`src/rtl/ula_pkg.sv`:
```
// Shared op encodings, FSM states and constants for the multi-cycle ALU.
package ula_pkg;

    typedef enum logic [3:0] {
        OP_ADD  = 4'b0000,
        OP_SUB  = 4'b0001,
        OP_AND  = 4'b0010,
        OP_OR   = 4'b0011,
        OP_SLTU = 4'b0101,
        OP_SLT  = 4'b0110,
        OP_XOR  = 4'b0111,
        OP_SRL  = 4'b1000,
        OP_SLL  = 4'b1001,
        OP_SRA  = 4'b1010,
        OP_MUL  = 4'b1100,
        OP_DIVU = 4'b1110,
        OP_REMU = 4'b1111
    } ula_op_t;

    typedef enum logic [1:0] {
        IDLE = 2'd0,
        CALC = 2'd1,
        DONE = 2'd2
    } ula_state_t;

    localparam int unsigned ULA_OP_DEFAULT_RESULT = 0;

endpackage

```
`src/rtl/ula_multiciclo_if.sv`:
```
// Operand/result valid-ready bus between register-file read, the ALU and writeback.
interface ula_multiciclo_if #(
    parameter int unsigned WIDTH = 32
);
    logic             in_valid;
    logic             in_ready;
    logic [WIDTH-1:0] SrcA;
    logic [WIDTH-1:0] SrcB;
    logic [3:0]       ULAControl;
    logic             out_valid;
    logic             out_ready;
    logic [WIDTH-1:0] ULAResult;
    logic             Z;

    modport master (
        output in_valid, SrcA, SrcB, ULAControl, out_ready,
        input  in_ready, out_valid, ULAResult, Z
    );

    modport slave (
        input  in_valid, SrcA, SrcB, ULAControl, out_ready,
        output in_ready, out_valid, ULAResult, Z
    );
endinterface

```
`src/rtl/ula_muldiv_iter.sv`:
```
// Radix-2 iterative multiply (shift-add) and unsigned restoring divide/remainder.
// Only instantiated when ULA_MULDIV_EN is defined.
module ula_muldiv_iter #(
    parameter int unsigned WIDTH = 32
) (
    input  logic             clk,
    input  logic             reset,
    input  logic             start,
    input  logic             is_mul,
    input  logic             is_rem,
    input  logic [WIDTH-1:0] a,
    input  logic [WIDTH-1:0] b,
    output logic             done_c,
    output logic [WIDTH-1:0] result_c
);
    localparam int unsigned CW = $clog2(WIDTH);

    logic             busy;
    logic [CW-1:0]    count;
    logic             mul_q;
    logic             rem_q;
    // mul: x=multiplicand, y=multiplier, acc=product
    // div: x=divisor, y=dividend shifting into quotient, acc=partial remainder
    logic [WIDTH-1:0] x, y, acc;
    logic [WIDTH-1:0] x_n, y_n, acc_n;
    logic [WIDTH:0]   shifted_c, diff_c;

    // One step of the selected algorithm
    always_comb begin
        shifted_c = {acc, y[WIDTH-1]};
        diff_c    = shifted_c - {1'b0, x};
        x_n       = x;
        y_n       = y;
        acc_n     = acc;
        if (mul_q) begin
            if (y[0]) acc_n = acc + x;
            x_n = x << 1;
            y_n = y >> 1;
        end else if (!diff_c[WIDTH]) begin
            acc_n = diff_c[WIDTH-1:0];
            y_n   = {y[WIDTH-2:0], 1'b1};
        end else begin
            acc_n = shifted_c[WIDTH-1:0];
            y_n   = {y[WIDTH-2:0], 1'b0};
        end
        result_c = (mul_q || rem_q) ? acc_n : y_n;
        done_c   = busy && (count == CW'(WIDTH - 1));
    end

    always_ff @(posedge clk) begin
        if (reset) begin
            busy  <= 1'b0;
            count <= '0;
            mul_q <= 1'b0;
            rem_q <= 1'b0;
            x     <= '0;
            y     <= '0;
            acc   <= '0;
        end else if (start) begin
            busy  <= 1'b1;
            count <= '0;
            mul_q <= is_mul;
            rem_q <= is_rem;
            x     <= is_mul ? a : b;
            y     <= is_mul ? b : a;
            acc   <= '0;
        end else if (busy) begin
            x     <= x_n;
            y     <= y_n;
            acc   <= acc_n;
            count <= count + CW'(1);
            if (done_c) busy <= 1'b0;
        end
    end
endmodule

```
`src/rtl/ula_multiciclo.sv`:
```
// Registered multi-cycle ALU with valid/ready handshake on both sides.
// ULA_MULDIV_EN adds the iterative MUL/DIVU/REMU path; without it those codes yield 0.
module ula_multiciclo
    import ula_pkg::*;
#(
    parameter int unsigned WIDTH = 32
) (
    input  logic           clk,
    input  logic           reset,
    ula_multiciclo_if.slave bus
);
    localparam int unsigned SHW = $clog2(WIDTH);

    ula_state_t       state;
    logic             in_ready_q;
    logic             out_valid_q;
    logic [WIDTH-1:0] result_q;
    logic             z_q;
    logic [WIDTH-1:0] alu_c;
    logic [SHW-1:0]   shamt_c;
    logic             go_calc_c;

    // Single-cycle results, straight from the presented operands
    always_comb begin
        alu_c   = WIDTH'(ULA_OP_DEFAULT_RESULT);
        shamt_c = bus.SrcB[SHW-1:0];
        case (bus.ULAControl)
            OP_ADD:  alu_c = bus.SrcA + bus.SrcB;
            OP_SUB:  alu_c = bus.SrcA - bus.SrcB;
            OP_AND:  alu_c = bus.SrcA & bus.SrcB;
            OP_OR:   alu_c = bus.SrcA | bus.SrcB;
            OP_XOR:  alu_c = bus.SrcA ^ bus.SrcB;
            OP_SLTU: alu_c = WIDTH'(bus.SrcA < bus.SrcB);
            OP_SLT:  alu_c = WIDTH'($signed(bus.SrcA) < $signed(bus.SrcB));
            OP_SRL:  alu_c = bus.SrcA >> shamt_c;
            OP_SLL:  alu_c = bus.SrcA << shamt_c;
            OP_SRA:  alu_c = $signed(bus.SrcA) >>> shamt_c;
            default: ;
        endcase
    end

`ifdef ULA_MULDIV_EN
    logic             start_c;
    logic             it_done_c;
    logic [WIDTH-1:0] it_result_c;

    assign go_calc_c = (bus.ULAControl == OP_MUL) || (bus.ULAControl == OP_DIVU)
                    || (bus.ULAControl == OP_REMU);
    assign start_c   = (state == IDLE) && bus.in_valid && go_calc_c;

    ula_muldiv_iter #(.WIDTH(WIDTH)) u_iter (
        .clk      (clk),
        .reset    (reset),
        .start    (start_c),
        .is_mul   (bus.ULAControl == OP_MUL),
        .is_rem   (bus.ULAControl == OP_REMU),
        .a        (bus.SrcA),
        .b        (bus.SrcB),
        .done_c   (it_done_c),
        .result_c (it_result_c)
    );
`else
    assign go_calc_c = 1'b0;
`endif

    // Control FSM with registered handshake and result
    always_ff @(posedge clk) begin
        if (reset) begin
            state       <= IDLE;
            in_ready_q  <= 1'b1;
            out_valid_q <= 1'b0;
            result_q    <= '0;
            z_q         <= 1'b0;
        end else begin
            case (state)
                IDLE: begin
                    if (bus.in_valid && in_ready_q) begin
                        in_ready_q <= 1'b0;
                        if (go_calc_c) begin
                            state <= CALC;
                        end else begin
                            state       <= DONE;
                            out_valid_q <= 1'b1;
                            result_q    <= alu_c;
                            z_q         <= (alu_c == '0);
                        end
                    end
                end
`ifdef ULA_MULDIV_EN
                CALC: begin
                    if (it_done_c) begin
                        state       <= DONE;
                        out_valid_q <= 1'b1;
                        result_q    <= it_result_c;
                        z_q         <= (it_result_c == '0);
                    end
                end
`endif
                DONE: begin
                    if (bus.out_ready) begin
                        state       <= IDLE;
                        out_valid_q <= 1'b0;
                        in_ready_q  <= 1'b1;
                    end
                end
                default: begin
                    state       <= IDLE;
                    in_ready_q  <= 1'b1;
                    out_valid_q <= 1'b0;
                end
            endcase
        end
    end

    assign bus.in_ready  = in_ready_q;
    assign bus.out_valid = out_valid_q;
    assign bus.ULAResult = result_q;
    assign bus.Z         = z_q;
endmodule

```
`src/flat_wrapper.sv`:
```
// flat-port wrapper written by rule: the top's interface ports become plain ports
module ula_multiciclo_flat import ula_pkg::*;
#(
    parameter int unsigned WIDTH = 32
)
  (clk, reset, bus_in_valid, bus_SrcA, bus_SrcB, bus_ULAControl, bus_out_ready, bus_in_ready, bus_out_valid, bus_ULAResult, bus_Z);
  ula_multiciclo_if #(.WIDTH(WIDTH)) bus_i ();
  input  logic clk;
  input  logic reset;
  input wire logic [$bits(bus_i.in_valid)-1:0] bus_in_valid;
  input wire logic [$bits(bus_i.SrcA)-1:0] bus_SrcA;
  input wire logic [$bits(bus_i.SrcB)-1:0] bus_SrcB;
  input wire logic [$bits(bus_i.ULAControl)-1:0] bus_ULAControl;
  input wire logic [$bits(bus_i.out_ready)-1:0] bus_out_ready;
  output wire logic [$bits(bus_i.in_ready)-1:0] bus_in_ready;
  output wire logic [$bits(bus_i.out_valid)-1:0] bus_out_valid;
  output wire logic [$bits(bus_i.ULAResult)-1:0] bus_ULAResult;
  output wire logic [$bits(bus_i.Z)-1:0] bus_Z;
  assign bus_i.in_valid = bus_in_valid;
  assign bus_i.SrcA = bus_SrcA;
  assign bus_i.SrcB = bus_SrcB;
  assign bus_i.ULAControl = bus_ULAControl;
  assign bus_i.out_ready = bus_out_ready;
  assign bus_in_ready = bus_i.in_ready;
  assign bus_out_valid = bus_i.out_valid;
  assign bus_ULAResult = bus_i.ULAResult;
  assign bus_Z = bus_i.Z;
  ula_multiciclo #(.WIDTH(WIDTH)) u_core (.clk(clk), .reset(reset), .bus(bus_i));
endmodule
```
`config.mk`:
```
export PLATFORM = sky130hd
export DESIGN_NAME = ula_multiciclo_flat
export DESIGN_NICKNAME = d
export VERILOG_FILES = /design/src/rtl/ula_pkg.sv /design/src/rtl/ula_multiciclo_if.sv /design/src/rtl/ula_muldiv_iter.sv /design/src/rtl/ula_multiciclo.sv /design/src/flat_wrapper.sv
export SDC_FILE = /design/constraint.sdc
export NUM_CORES = 1
export LEC_CHECK = 0
export ABC_AREA = 1
export ABC_CLOCK_PERIOD_IN_PS = 4600
export BUFFER_PORTS_ARGS = -buffer_cell sky130_fd_sc_hd__buf_2
export CORE_UTILIZATION = 54
export CTS_CLUSTER_DIAMETER = 30
export CTS_CLUSTER_SIZE = 40
export DETAILED_ROUTE_END_ITERATION = 10
export PLACE_DENSITY_LB_ADDON = 0.1
export SKIP_CTS_REPAIR_TIMING = 1
export SYNTH_ARGS = -nofsm -noshare
export SYNTH_HDL_FRONTEND = slang
export SYNTH_SLANG_ARGS = --single-unit
```
`constraint.sdc`:
```
create_clock -name clk -period 4.6 [get_ports clk]
set_input_delay 0.23 -clock clk [delete_from_list [all_inputs] [get_ports clk]]
set_output_delay 0.23 -clock clk [all_outputs]
set_load 0.03 [all_outputs]
```
==> metrics.csv <==
metric;value;unit
run_status;finished, violations left;
failing_checks;design-rule violations;
insertion_delay;0.29;ns
critical-path-top-cell-by-count;sky130_fd_sc_hd__nand2_1;
detail_route.drc_violations;1;
post-dp-hpwl;45.7;mm
criticalPathCategory;in2reg;
path_delay_family;simple AND/OR/NAND/NOR gates;
hold_violations;0;
ctsLongestPathBuffers;2;
end_kind;flop;
finalMaxSlewViolations;0;
detailedRoute.firstIterationViolations;2335;
final_util;0.576;
synth.area.mux_share;0;
timing.final.crit_share;0.737;
synth-adder-area-share;0.105;
power_leakage;0.00750;uW
width_of_the_chip;151;um
post_layout_nonfiller_instances;2685;
timing.max_slew.rel_slack;0.436;
totalPowerFinal;2260;uW
instance_count_along_the_most_critical_hold_path;2;
area_of_placed_instances;12400;um2
worstPathArrival;3.62;ns
finClkSkew;0.00442;ns
power_density;180;nW/um2
drt_pre_antenna_iters;9;
crit_path_cell_trace;buf_2 > ha_1 > inv_1 > fa_1 > o21ai_2 > nand2_1 > nand2_1 > nand2_1 > nand2_1 > nand2_1 > nand3_1 > nand2_1 > nor2_1 > nand3_1 > nor2_1 > nand2_1 > nor2_1 > nand3_1 > a21oi_2;
p_int;996;uW
fill_cell_count;2398;
route.detailed.vias_per_inst;6.15;
placed_cells;2677;
yosys_register_bits;35;
yosys.area_share.xor_xnor;0;
die_h;151;um
slowest_delay;0.56;ns
via_count_of_the_first_global_routing_pass;14500;
drive_gt1_frac;0.0873;
hold_start;reset;
die_area;22700;um2
synth_compound_gate_area_share;0.112;
combinational_family_with_the_most_area_after_synthesis;simple AND/OR/NAND/NOR gates;
critPathLaunchType;input pin;
rows;54;
synth.cell_area;11900;um2
report.final.setup_viol;0;
finalNetCount;2575;
syn_inst;2376;
p_comb_frac;0.669;
critical_path.slowest_cell;sky130_fd_sc_hd__buf_2;
via_count;16500;
rr_endpoint;u_core.bus.ULAResult[22];
sink_count_of_the_clock_tree;35;
tritoncts;yes;
n_antenna_cell;0;
gp_congestion;1.12;
synth.yosys.warnings;0;
cp_num_buf_inv;2;
grt.overflow.total;0;
count_of_h_tree_levels_built_during_cts;2;
power.switching;1260;uW
finish.instance_area;12500;um2
cts.reportedPaths.clkPinSlew;0.06;ns
buffer_ports.inserted;106;
floorplan.core_area;21800;um2
grt_use_total;0.489;
wire_length_of_the_first_global_routing_pass;82.8;mm
end_point_of_the_most_critical_hold_path;u_core.bus.Z;
power_frac_seq;0.157;
period_needed;3.39;ns
routed_length_per_instance;21.1;um
max_cap_violations;0;
critical_path.reg2reg.startpoint;u_core.bus.in_ready;
total_negative_slack_for_setup_checks;0;ns
number_of_distinct_standard_cells_referenced_by_the_synthesized_netlist;45;
max_slew.worst_pin.slew;0.845;ns
maxClockFrequency;295;MHz
rrSetupSlack;2.59;ns
root_buffer;sky130_fd_sc_hd__clkbuf_16;
detail-route-antenna-nets;0;
critical_path.max_fanout;36;
largest_net_degree_at_the_start_of_global_routing;73;
worstPathRequired;4.83;ns
clkPwrFrac;0.174;
initial_antenna_violation_count;1;
syn-mean-instance-area;5.02;um2
worstHoldPathType;in2reg;
r2r.worst_path.cells;5;
synth_simple_gate_area_frac;0.565;
cts_inserted_buffers;5;
starting_density;0.549;
switching_share;0.559;
synth.yosys.seq_area_share;0.0587;
grt_setup_unrepaired;no;
floorplan.io_pins;107;
max-vdd-ir-drop;0.137;mV
synth.net_count;2547;
area_growth;5.02;%
totalWireLength;56.6;mm
[layout by cell type (no fill, tap or decap), types with 7 or more instances in the layout]
master,Yosys,layout
sky130_fd_sc_hd__nor3_1,16,16
sky130_fd_sc_hd__o211ai_1,31,31
sky130_fd_sc_hd__nor2_1,181,180
sky130_fd_sc_hd__nand3_2,7,7
sky130_fd_sc_hd__nand2_2,29,29
sky130_fd_sc_hd__o21bai_1,8,8
sky130_fd_sc_hd__o21ai_0,46,46
sky130_fd_sc_hd__ha_1,97,97
sky130_fd_sc_hd__dfxtp_1,35,35
sky130_fd_sc_hd__nand3_1,398,398
sky130_fd_sc_hd__nand2_4,8,8
sky130_fd_sc_hd__inv_2,10,10
sky130_fd_sc_hd__inv_1,339,339
sky130_fd_sc_hd__nand4_1,33,33
sky130_fd_sc_hd__o22ai_1,22,22
sky130_fd_sc_hd__nand3b_1,10,10
sky130_fd_sc_hd__buf_2,45,106
sky130_fd_sc_hd__a21oi_1,96,96
sky130_fd_sc_hd__o21ai_1,11,11
sky130_fd_sc_hd__buf_4,17,17
sky130_fd_sc_hd__nor2_2,15,15
sky130_fd_sc_hd__nand2_1,848,848
[cells in the mapped netlist, drive strengths merged]
cell,count,share of area
a211oi,4,0.0025
a21o,1,0.00063
a21oi,99,0.042
a221oi,1,0.00073
a22oi,2,0.0013
a31oi,1,0.00052
and2,4,0.0021
and3,1,0.00052
buf,77,0.041
clkbuf,25,0.0079
clkinv,1,0.00031
dfxtp,35,0.059
fa,2,0.0034
ha,97,0.10
inv,351,0.11
nand2,885,0.29
nand3,405,0.17
nand3b,10,0.0063
nand4,33,0.017
nor2,197,0.066
nor3,18,0.0084
nor3b,1,0.00063
nor4,2,0.0010
o211ai,31,0.019
o21a,2,0.0013
o21ai,58,0.025
o21bai,8,0.0050
o221ai,2,0.0015
o22ai,22,0.012
or2,1,0.00052
[final cells by class]
cell class              count  area (um2)  share of cell area
multi-input cells        1887        9330               0.744
clock buffers               5         125             0.00998
flip-flops and latches     35         701              0.0559
well taps                 280         350              0.0279
repair buffers            123         658              0.0525
clock inverters             3        43.8             0.00349
inverters                 352        1330               0.106
[stage by stage]
stage	setup WS (ns)	hold WS (ns)
floorplan	1.92	0.292
detailed placement	1.10	0.464
global placement	1.14	0.451
CTS	1.39	0.169
global route	1.07	0.175
finish	1.21	0.175
[registers in the layout (all words and copies together), names as in the netlist]
name / cells
u_core.bus.ULAResult: 32
u_core.bus.in_ready: 1
u_core.state: 1
u_core.bus.Z: 1
[power groups by stage]
stage	registers, uW	logic [uW]	clock network, uW
floorplan	420	923	0
global placement	357	1420	0
detailed placement	358	1440	0
CTS	352	1440	394
global route	357	1620	412
finish	353	1510	393
[routing by layer]
metal,up-vias,routed length [um],GRT usage
met5,-,121,0.0364
met4,4,4260,0.301
met3,261,6910,0.106
met2,1203,24200,0.762
met1,7422,21100,0.608
li1,7624,-,-
[worst reg2reg max path, cell delays in order (launching register included)]
cell and delay, ns:
sky130_fd_sc_hd__dfxtp_1 0.36, sky130_fd_sc_hd__nand2_1 0.11, sky130_fd_sc_hd__nor2_4 0.63, sky130_fd_sc_hd__buf_4 0.43, sky130_fd_sc_hd__o21ai_0 0.18, sky130_fd_sc_hd__a21oi_1 0.23
[kinds of logic after synthesis]
kind of cell | Yosys count
buffers and inverters | 454
adders and majority gates | 99
AOI/OAI and AO/OA | 231
DFF | 35
and+or+nand+nor | 1557
[worst max-delay path by stage]
stage          slack [ns]        start  cells past startpoint      endpoint
3_5_place_dp         1.10  bus_SrcB[0]                     19  u_core.bus.Z
2_1_floorplan        1.92  bus_SrcB[3]                     22  u_core.bus.Z
3_3_place_gp         1.14  bus_SrcB[0]                     19  u_core.bus.Z
6_report             1.21  bus_SrcB[0]                     19  u_core.bus.Z
4_1_cts              1.39  bus_SrcB[0]                     19  u_core.bus.Z
5_1_grt              1.07  bus_SrcB[0]                     19  u_core.bus.Z
(Power assumes the default switching activity.)
